[src/rtl/lvds_tx_framer.sv]
// I/Q frame serializer: pops 32-bit words from a FWFT FIFO and emits 16-dibit frames
// (sync 10, 7 I dibits, sync 01, 7 Q dibits). Optional test pattern source: LVDS_TX_TEST_PATTERN_EN.
module lvds_tx_framer #(
  parameter logic [1:0] IDLE_DIBIT = 2'b00,
  parameter int         UCNT_W     = 16
) (
  input  logic              i_clk,
  input  logic              i_reset,
  input  logic              i_enable,
  input  logic              i_fifo_empty,
  input  logic [31:0]       i_fifo_data,
  output logic              o_fifo_pull,
  output logic [1:0]        o_tx_data,
  output logic              o_tx_frame,
  output logic [UCNT_W-1:0] o_underrun_cnt,
  output logic [1:0]        o_debug_state
`ifdef LVDS_TX_TEST_PATTERN_EN
  ,
  input  logic              i_test_mode
`endif
);

  typedef enum logic [1:0] {
    S_IDLE = 2'b00,
    S_I_PH = 2'b01,
    S_Q_PH = 2'b10,
    S_BAD  = 2'b11
  } state_t;

  localparam logic [1:0] SYNC_I = 2'b10;
  localparam logic [1:0] SYNC_Q = 2'b01;

  state_t            r_state;
  logic [3:0]        r_idx;
  logic [27:0]       r_shift;
  logic              r_armed;
  logic [UCNT_W-1:0] r_ucnt;

  logic              w_test;
  logic              w_word_avail;
  logic [27:0]       w_word;
  logic              w_frame_end;
  logic              w_load;
  logic              w_underrun;
  logic              w_unused_bits;

`ifdef LVDS_TX_TEST_PATTERN_EN
  logic [13:0] r_pat;

  assign w_test       = i_test_mode;
  assign w_word_avail = i_test_mode | ~i_fifo_empty;
  assign w_word       = i_test_mode ? {r_pat, ~r_pat}
                                    : {i_fifo_data[29:16], i_fifo_data[13:0]};

  // Pattern advances once per frame it sources; 14-bit natural wrap.
  always_ff @(posedge i_clk) begin
    if (i_reset)
      r_pat <= '0;
    else if (w_load && i_test_mode)
      r_pat <= r_pat + 14'd1;
  end
`else
  assign w_test       = 1'b0;
  assign w_word_avail = ~i_fifo_empty;
  assign w_word       = {i_fifo_data[29:16], i_fifo_data[13:0]};
`endif

  assign w_unused_bits = ^{i_fifo_data[31:30], i_fifo_data[15:14]};

  assign w_frame_end = (r_state == S_Q_PH) && (r_idx == 4'd15);
  assign w_load      = i_enable && w_word_avail && ((r_state == S_IDLE) || w_frame_end);
  assign o_fifo_pull = w_load && !i_reset && !w_test;

  // An empty FIFO only counts once a stream has started (armed) or when a frame just ended.
  assign w_underrun  = !w_test && i_enable && i_fifo_empty &&
                       (w_frame_end || ((r_state == S_IDLE) && r_armed));

  // NOTE: all state below is updated with non-blocking assignments so every register
  // samples the pre-edge values, independent of statement order.
  always_ff @(posedge i_clk) begin
    if (i_reset) begin
      r_state    <= S_IDLE;
      r_idx      <= 4'd0;
      r_shift    <= '0;
      r_armed    <= 1'b0;
      r_ucnt     <= '0;
      o_tx_data  <= IDLE_DIBIT;
      o_tx_frame <= 1'b0;
    end else begin
      if (!i_enable)
        r_armed <= 1'b0;
      else if (w_load)
        r_armed <= 1'b1;

      if (w_underrun && (r_ucnt != {UCNT_W{1'b1}}))
        r_ucnt <= r_ucnt + 1'b1;

      if (w_load) begin
        r_shift    <= w_word;
        r_state    <= S_I_PH;
        r_idx      <= 4'd0;
        o_tx_data  <= SYNC_I;
        o_tx_frame <= 1'b1;
      end else begin
        case (r_state)
          S_I_PH: begin
            r_idx      <= r_idx + 4'd1;
            o_tx_frame <= 1'b1;
            if (r_idx == 4'd7) begin
              // After seven shifts the Q field already sits at the top of r_shift.
              r_state   <= S_Q_PH;
              o_tx_data <= SYNC_Q;
            end else begin
              o_tx_data <= r_shift[27:26];
              r_shift   <= {r_shift[25:0], 2'b00};
            end
          end
          S_Q_PH: begin
            if (r_idx == 4'd15) begin
              r_state    <= S_IDLE;
              r_idx      <= 4'd0;
              o_tx_data  <= IDLE_DIBIT;
              o_tx_frame <= 1'b0;
            end else begin
              r_idx      <= r_idx + 4'd1;
              o_tx_data  <= r_shift[27:26];
              r_shift    <= {r_shift[25:0], 2'b00};
              o_tx_frame <= 1'b1;
            end
          end
          default: begin
            r_state    <= S_IDLE;
            r_idx      <= 4'd0;
            o_tx_data  <= IDLE_DIBIT;
            o_tx_frame <= 1'b0;
          end
        endcase
      end
    end
  end

  assign o_underrun_cnt = r_ucnt;
  assign o_debug_state  = r_state;

endmodule
[config.mk]
export PLATFORM = sky130hd
export DESIGN_NAME = lvds_tx_framer
export DESIGN_NICKNAME = d
export VERILOG_FILES = /design/src/rtl/lvds_tx_framer.sv
export SDC_FILE = /design/constraint.sdc
export NUM_CORES = 1
export LEC_CHECK = 0
export CORE_MARGIN = 4
export CORE_UTILIZATION = 53
export CTS_CLUSTER_DIAMETER = 50
export CTS_CLUSTER_SIZE = 8
export DETAILED_ROUTE_END_ITERATION = 8
export PLACE_DENSITY_LB_ADDON = 0.1
export RECOVER_POWER = 25
export SYNTH_ARGS = -nofsm -noshare
export SYNTH_HDL_FRONTEND = slang
export SYNTH_SLANG_ARGS = --single-unit
[constraint.sdc]
create_clock -name i_clk -period 6 [get_ports i_clk]
set_input_delay 1.5 -clock i_clk [delete_from_list [all_inputs] [get_ports i_clk]]
set_output_delay 1.5 -clock i_clk [all_outputs]
set_load 0.01 [all_outputs]
Word level (Yosys, flattened, before mapping)

Index checks and enable logic that the tools add are counted.

Register bits: 54
Output and inout bits: 22
Bits in latches: 0
Memory bits (read-only): 0
Memories kept: 0
Bits in writable memories: 0

Multipliers: 0
Divide/modulo/power cells: 0
Shifts and indexed selects: 0
Bitwise gates (word level): 2
Order comparisons: 0
Equal/unequal tests: 11
Muxes and demuxes: 17
Reductions and logical operators: 18
$add $sub $neg: 2

Operator list:

| kind                  | number |
|---|---|
| $mux 28               | 3 |
| $pmux 28 s2           | 1 |
| $add 16x1->16 const B | 1 |
| $ne 16x16->1 const B  | 1 |
| $mux 2                | 5 |
| $ne 3x3->1 const B    | 3 |
| $logic_and 1x1->1     | 8 |
| $pmux 2 s2            | 2 |
| $pmux 4 s2            | 1 |
| $add 4x1->4 const B   | 1 |
| $eq 4x3->1 const B    | 1 |
| $eq 4x4->1 const B    | 1 |
| $mux 4                | 1 |
| $reduce_and 2->1      | 2 |
| $reduce_or 2->1       | 2 |
| $mux 1                | 3 |
| $ne 3x2->1 const B    | 1 |
| $reduce_and 3->1      | 1 |
| $reduce_bool 3->1     | 1 |
| $eq 2x1->1 const B    | 1 |
| $eq 2x2->1 const B    | 1 |
| $logic_not 2->1       | 1 |
| $logic_or 1x1->1      | 2 |
| $ne 2x1->1 const B    | 1 |
| other kinds (4)       | 5 |

Depth between registers and ports, before layout

Depth after elaboration: 6
Mapped depth: 8

Worst setup path after synthesis

Ideal clock, no wire load.

Path kind: input -> output
From: in i_enable
To: out o_fifo_pull
Required time: 4.500 ns
Stages on the path: 5
Data arrival time: 2.281 ns
Path slack: 2.219 ns
Cells stage by stage: nor2b_1 o21ai_1 buf_2 buf_1 nor2_1

Longest elaborated chain between the ends: 3

RTL lines:

| item                           | line | RTL |
|---|---|---|
| start, declared                | 9    | `input logic i_enable,` |
| $logic_and 1x1->1 (2 in a row) | 71   | `assign w_load = i_enable && w_word_avail && ((r_state == S_IDLE) \|\| w_frame_end);` |
| $logic_and 1x1->1              | 72   | `assign o_fifo_pull = w_load && !i_reset && !w_test;` |
| end, declared                  | 12   | `output logic o_fifo_pull,` |

Every way passes these cells.

Worst setup path after layout

Ends and elaborated chain as after synthesis.

==> results.py <==
metrics = {
    "outcome": {
        "status": "finished clean",
    },
    "placed_design": {
        "place_hpwl_mm": 3.70,
        "dpl_cell_area_mm2": 0.00302,
        "io_buffers": 53,
        "routabilityCongestion": 0.812,
        "placed_cells": 385,
    },
    "route": {
        "first_iter_violations": 184,
        "post-route-drc-count": 0,
        "drtAntennaViolNets": 0,
        "wire_per_inst_um": 14.2,
        "vias": 2208,
        "wl_mm": 5.60,
        "via_per_inst": 5.62,
        "first_pass_iters": 4,
    },
    "final_layout": {
        "drive_gt1_share_pct": 6.16,
        "design_area_mm2": 0.00308,
        "areaGrowthSynthToFinish_pct": 23.9,
        "antenna_cells": 0,
        "final_util_pct": 69.3,
        "nets": 381,
        "fin_cells": 393,
    },
    "floorplan": {
        "placementRows": 24,
        "dieHeight_um": 76.5,
        "ioPinCount": 58,
        "dieArea_mm2": 0.00585,
        "die_width_um": 76.5,
        "start_util_pct": 55.9,
        "core-area_mm2": 0.00444,
    },
    "power_and_ir_drop": {
        "p_int_mw": 0.501,
        "clkPwrFrac_pct": 32.2,
        "seq_power_share_pct": 57.6,
        "p_switching_mw": 0.161,
        "power.total_mw": 0.661,
        "peakVddDrop_mv": 0.152,
        "switching_share_pct": 24.3,
        "combPwrFrac_pct": 10.2,
        "p_leak_nw": 1.09,
        "power_density_mw_per_mm2": 215,
    },
    "timing": {
        "finalSetupViolations": 0,
        "slew_violations": 0,
        "finalClockSkew_ns": 0.00625,
        "fmax_mhz": 217,
        "maxSlewHeadroom_pct": 35.5,
        "tightest_slew_ns": 0.964,
        "rsz0062_at_grt": "no",
        "final_min_period_over_clock_period_pct": 76.9,
        "fin_crit_ns": 4.61,
        "finalSetupTns_ns": 0,
        "finalHoldViolCount": 0,
    },
    "clock_tree": {
        "numCtsBuffers": 5,
        "cts_tree": "built",
        "cts_resized": 0,
        "cts.sinks": 54,
        "clock_latency_ns": 0.31,
        "htree_levels": 2,
        "cts_setup_buffers": 0,
        "holdBufCountCts": 0,
        "ctsLongestPathBuffers": 2,
        "cts_root_buffer": "clkbuf_8",
        "path_clk_slew_ns": 0.09,
    },
    "yosys": {
        "synth-main-ff-cell": "dfxtp_1",
        "synth_nets": 338,
        "ys_ff_latch": 54,
        "seq_area_frac_synth_pct": 43.5,
        "synth_edf_count": 0,
        "netlist_instances": 297,
        "yosys_warnings": 0,
        "netlist_area_mm2": 0.00249,
        "async_flop_share_pct": 0,
        "synth.distinct_cells": 42,
        "syn_avg_cell_area_um2": 8.37,
    },
    "setup_path": {
        "worstPathRequired_ns": 4.50,
        "critPathTopFamily": "buffers and inverters",
        "worst_path_max_delay_cell": "dlygate4sd3_1",
        "worstPathArrival_ns": 3.11,
        "cp-end-kind": "output port",
        "worstSetupStartpointType": "primary input",
        "path_cells": "dlygate4sd3_1 -> nor2b_1 -> o21ai_4 -> nor2_1 -> clkdlybuf4s50_1",
        "max_stage_delay_ns": 0.56,
        "crit_fanout": 3,
        "crit_buf_inv": 2,
        "criticalPathCategory": "in2out",
    },
    "global_routing": {
        "grt_antenna_before_repair": 0,
        "grtUsageTotal_pct": 19.5,
        "grt_max_degree": 56,
        "grt_pass1_vias": 2055,
        "grt_pass1_wl_mm": 9.56,
        "grt_overflow": 0,
    },
    "job": {
        "cap_violations": 0,
    },
    "min_path": {
        "hold_path.class": "reg2reg",
    },
}
-- power by group through the flow --
stage	sequential (mW)	combinational, mW	clock (mW)
6_report	0.381	0.0673	0.213
5_1_grt	0.383	0.0743	0.233
4_1_cts	0.381	0.0681	0.218
3_5_place_dp	0.389	0.0676	0
3_3_place_gp	0.389	0.0672	0
2_1_floorplan	0.388	0.0377	0
-- routing by layer --
metal / GRT usage (%) / routed length [µm] / part of all wire (%) / vias up
li1: - / - / - / 1133
met1: 27.6 / 2780 / 50 / 1013
met2: 29.0 / 2440 / 44 / 56
met3: 5.79 / 331 / 5.9 / 6
met4: 4.89 / 48 / 0.86 / 0
met5: 0 / 0 / 0 / -
-- worst reg2reg max path: cells and delay by family, from the launching register on --
| family | cells | cell delay [ns] |
|---|---|---|
| AOI/OAI and AO/OA | 2 | 0.64 |
| DFF | 1 | 0.35 |
| buffers and inverters | 1 | 0.09 |
| adders and majority gates | 1 | 0.29 |
| and+or+nand+nor | 3 | 0.99 |
-- path summary, 6_finish.rpt --
check                                       from                end  slack, ns  cells after the start
worst max register to register  o_debug_state[0]  o_underrun_cnt[8]       3.58                      7
worst min register to register          r_idx[0]           r_idx[0]       0.45                      1
worst max-delay path                    i_enable        o_fifo_pull       1.39                      5
worst min-delay path                    r_idx[0]           r_idx[0]       0.45                      1
-- metrics by stage --
| step | setup slack [ns] | hold WS (ns) |
|---|---|---|
| 6_report | 1.39 | 0.453 |
| 5_1_grt | 1.30 | 0.475 |
| 4_1_cts | 1.44 | 0.454 |
| 3_5_place_dp | 1.45 | 0.439 |
| 3_3_place_gp | 1.48 | 0.431 |
| 2_1_floorplan | 2.22 | 0.418 |
-- flip-flops by register name, indices dropped and copies added (netlist names) --
signal and flops:
r_shift 28, o_underrun_cnt 16, r_idx 4, o_debug_state 2, o_tx_data 2, o_tx_frame 1, r_armed 1
-- logic make-up after synthesis --
group / after synthesis / share of synthesized area [%]
compound gates: 48 / 15.1
fa+ha+maj: 5 / 2.52
simple gates: 152 / 29.9
buf+inv: 25 / 4.43
xor+xnor: 13 / 4.58
flops: 54 / 43.5
-- cell usage after synthesis (2+ instances only) --
master | count | area share (%)
nand2_1 | 57 | 8.6
dfxtp_1 | 54 | 43
nor2_1 | 51 | 7.7
a311oi_1 | 26 | 9.2
xor2_1 | 11 | 3.9
clkbuf_1 | 9 | 1.4
nand3_1 | 8 | 1.6
a21oi_1 | 7 | 1.4
buf_2 | 7 | 1.4
inv_1 | 6 | 0.91
ha_1 | 5 | 2.5
nand3_2 | 4 | 1.6
nand4_1 | 4 | 1.0
nand4_2 | 4 | 2.0
and2_1 | 3 | 0.75
nor3_1 | 3 | 0.60
nor4_1 | 3 | 0.75
o21a_1 | 3 | 0.91
o21ai_0 | 3 | 0.60
or3_1 | 3 | 0.75
a22oi_1 | 2 | 0.60
and4b_1 | 2 | 0.81
buf_1 | 2 | 0.30
xnor2_1 | 2 | 0.70
-- cells in the final DEF, fill, tap and decap left out, drive strengths merged --
| cell type | instances |
|---|---|
| nor2 | 51 |
| and2 | 3 |
| clkdlybuf4s50 | 48 |
| xnor2 | 2 |
| or4 | 2 |
| a22oi | 2 |
| nand3 | 12 |
| nand2 | 58 |
| dlygate4sd3 | 4 |
| clkbuf | 6 |
| nor2b | 1 |
| xor2 | 11 |
| o21ai | 4 |
| a21oi | 7 |
| and4b | 2 |
| a31oi | 1 |
| nor4 | 3 |
| and3 | 1 |
| clkinvlp | 1 |
| a311oi | 26 |
| buf | 3 |
| nand4 | 8 |
| nor3b | 1 |
| inv | 6 |
| o21a | 3 |
| o211a | 1 |
| nor3 | 4 |
| clkinv | 1 |
| and4 | 2 |
| o31ai | 1 |
| a211oi | 1 |
| dfxtp | 54 |
| o221ai | 1 |
| or3b | 1 |
| a21o | 1 |
| or3 | 3 |
| ha | 5 |
-- layout make-up --
cell class              instances  area [µm²]
fillers                       387        1360
multi-input cells             218        1280
inverters                       6        22.5
well taps                      52        65.1
flip-flops and latches         54        1080
clock buffers                   6        82.6
repair buffers                 55         541
clock inverters                 2        12.5
(Power assumes the default switching activity.)
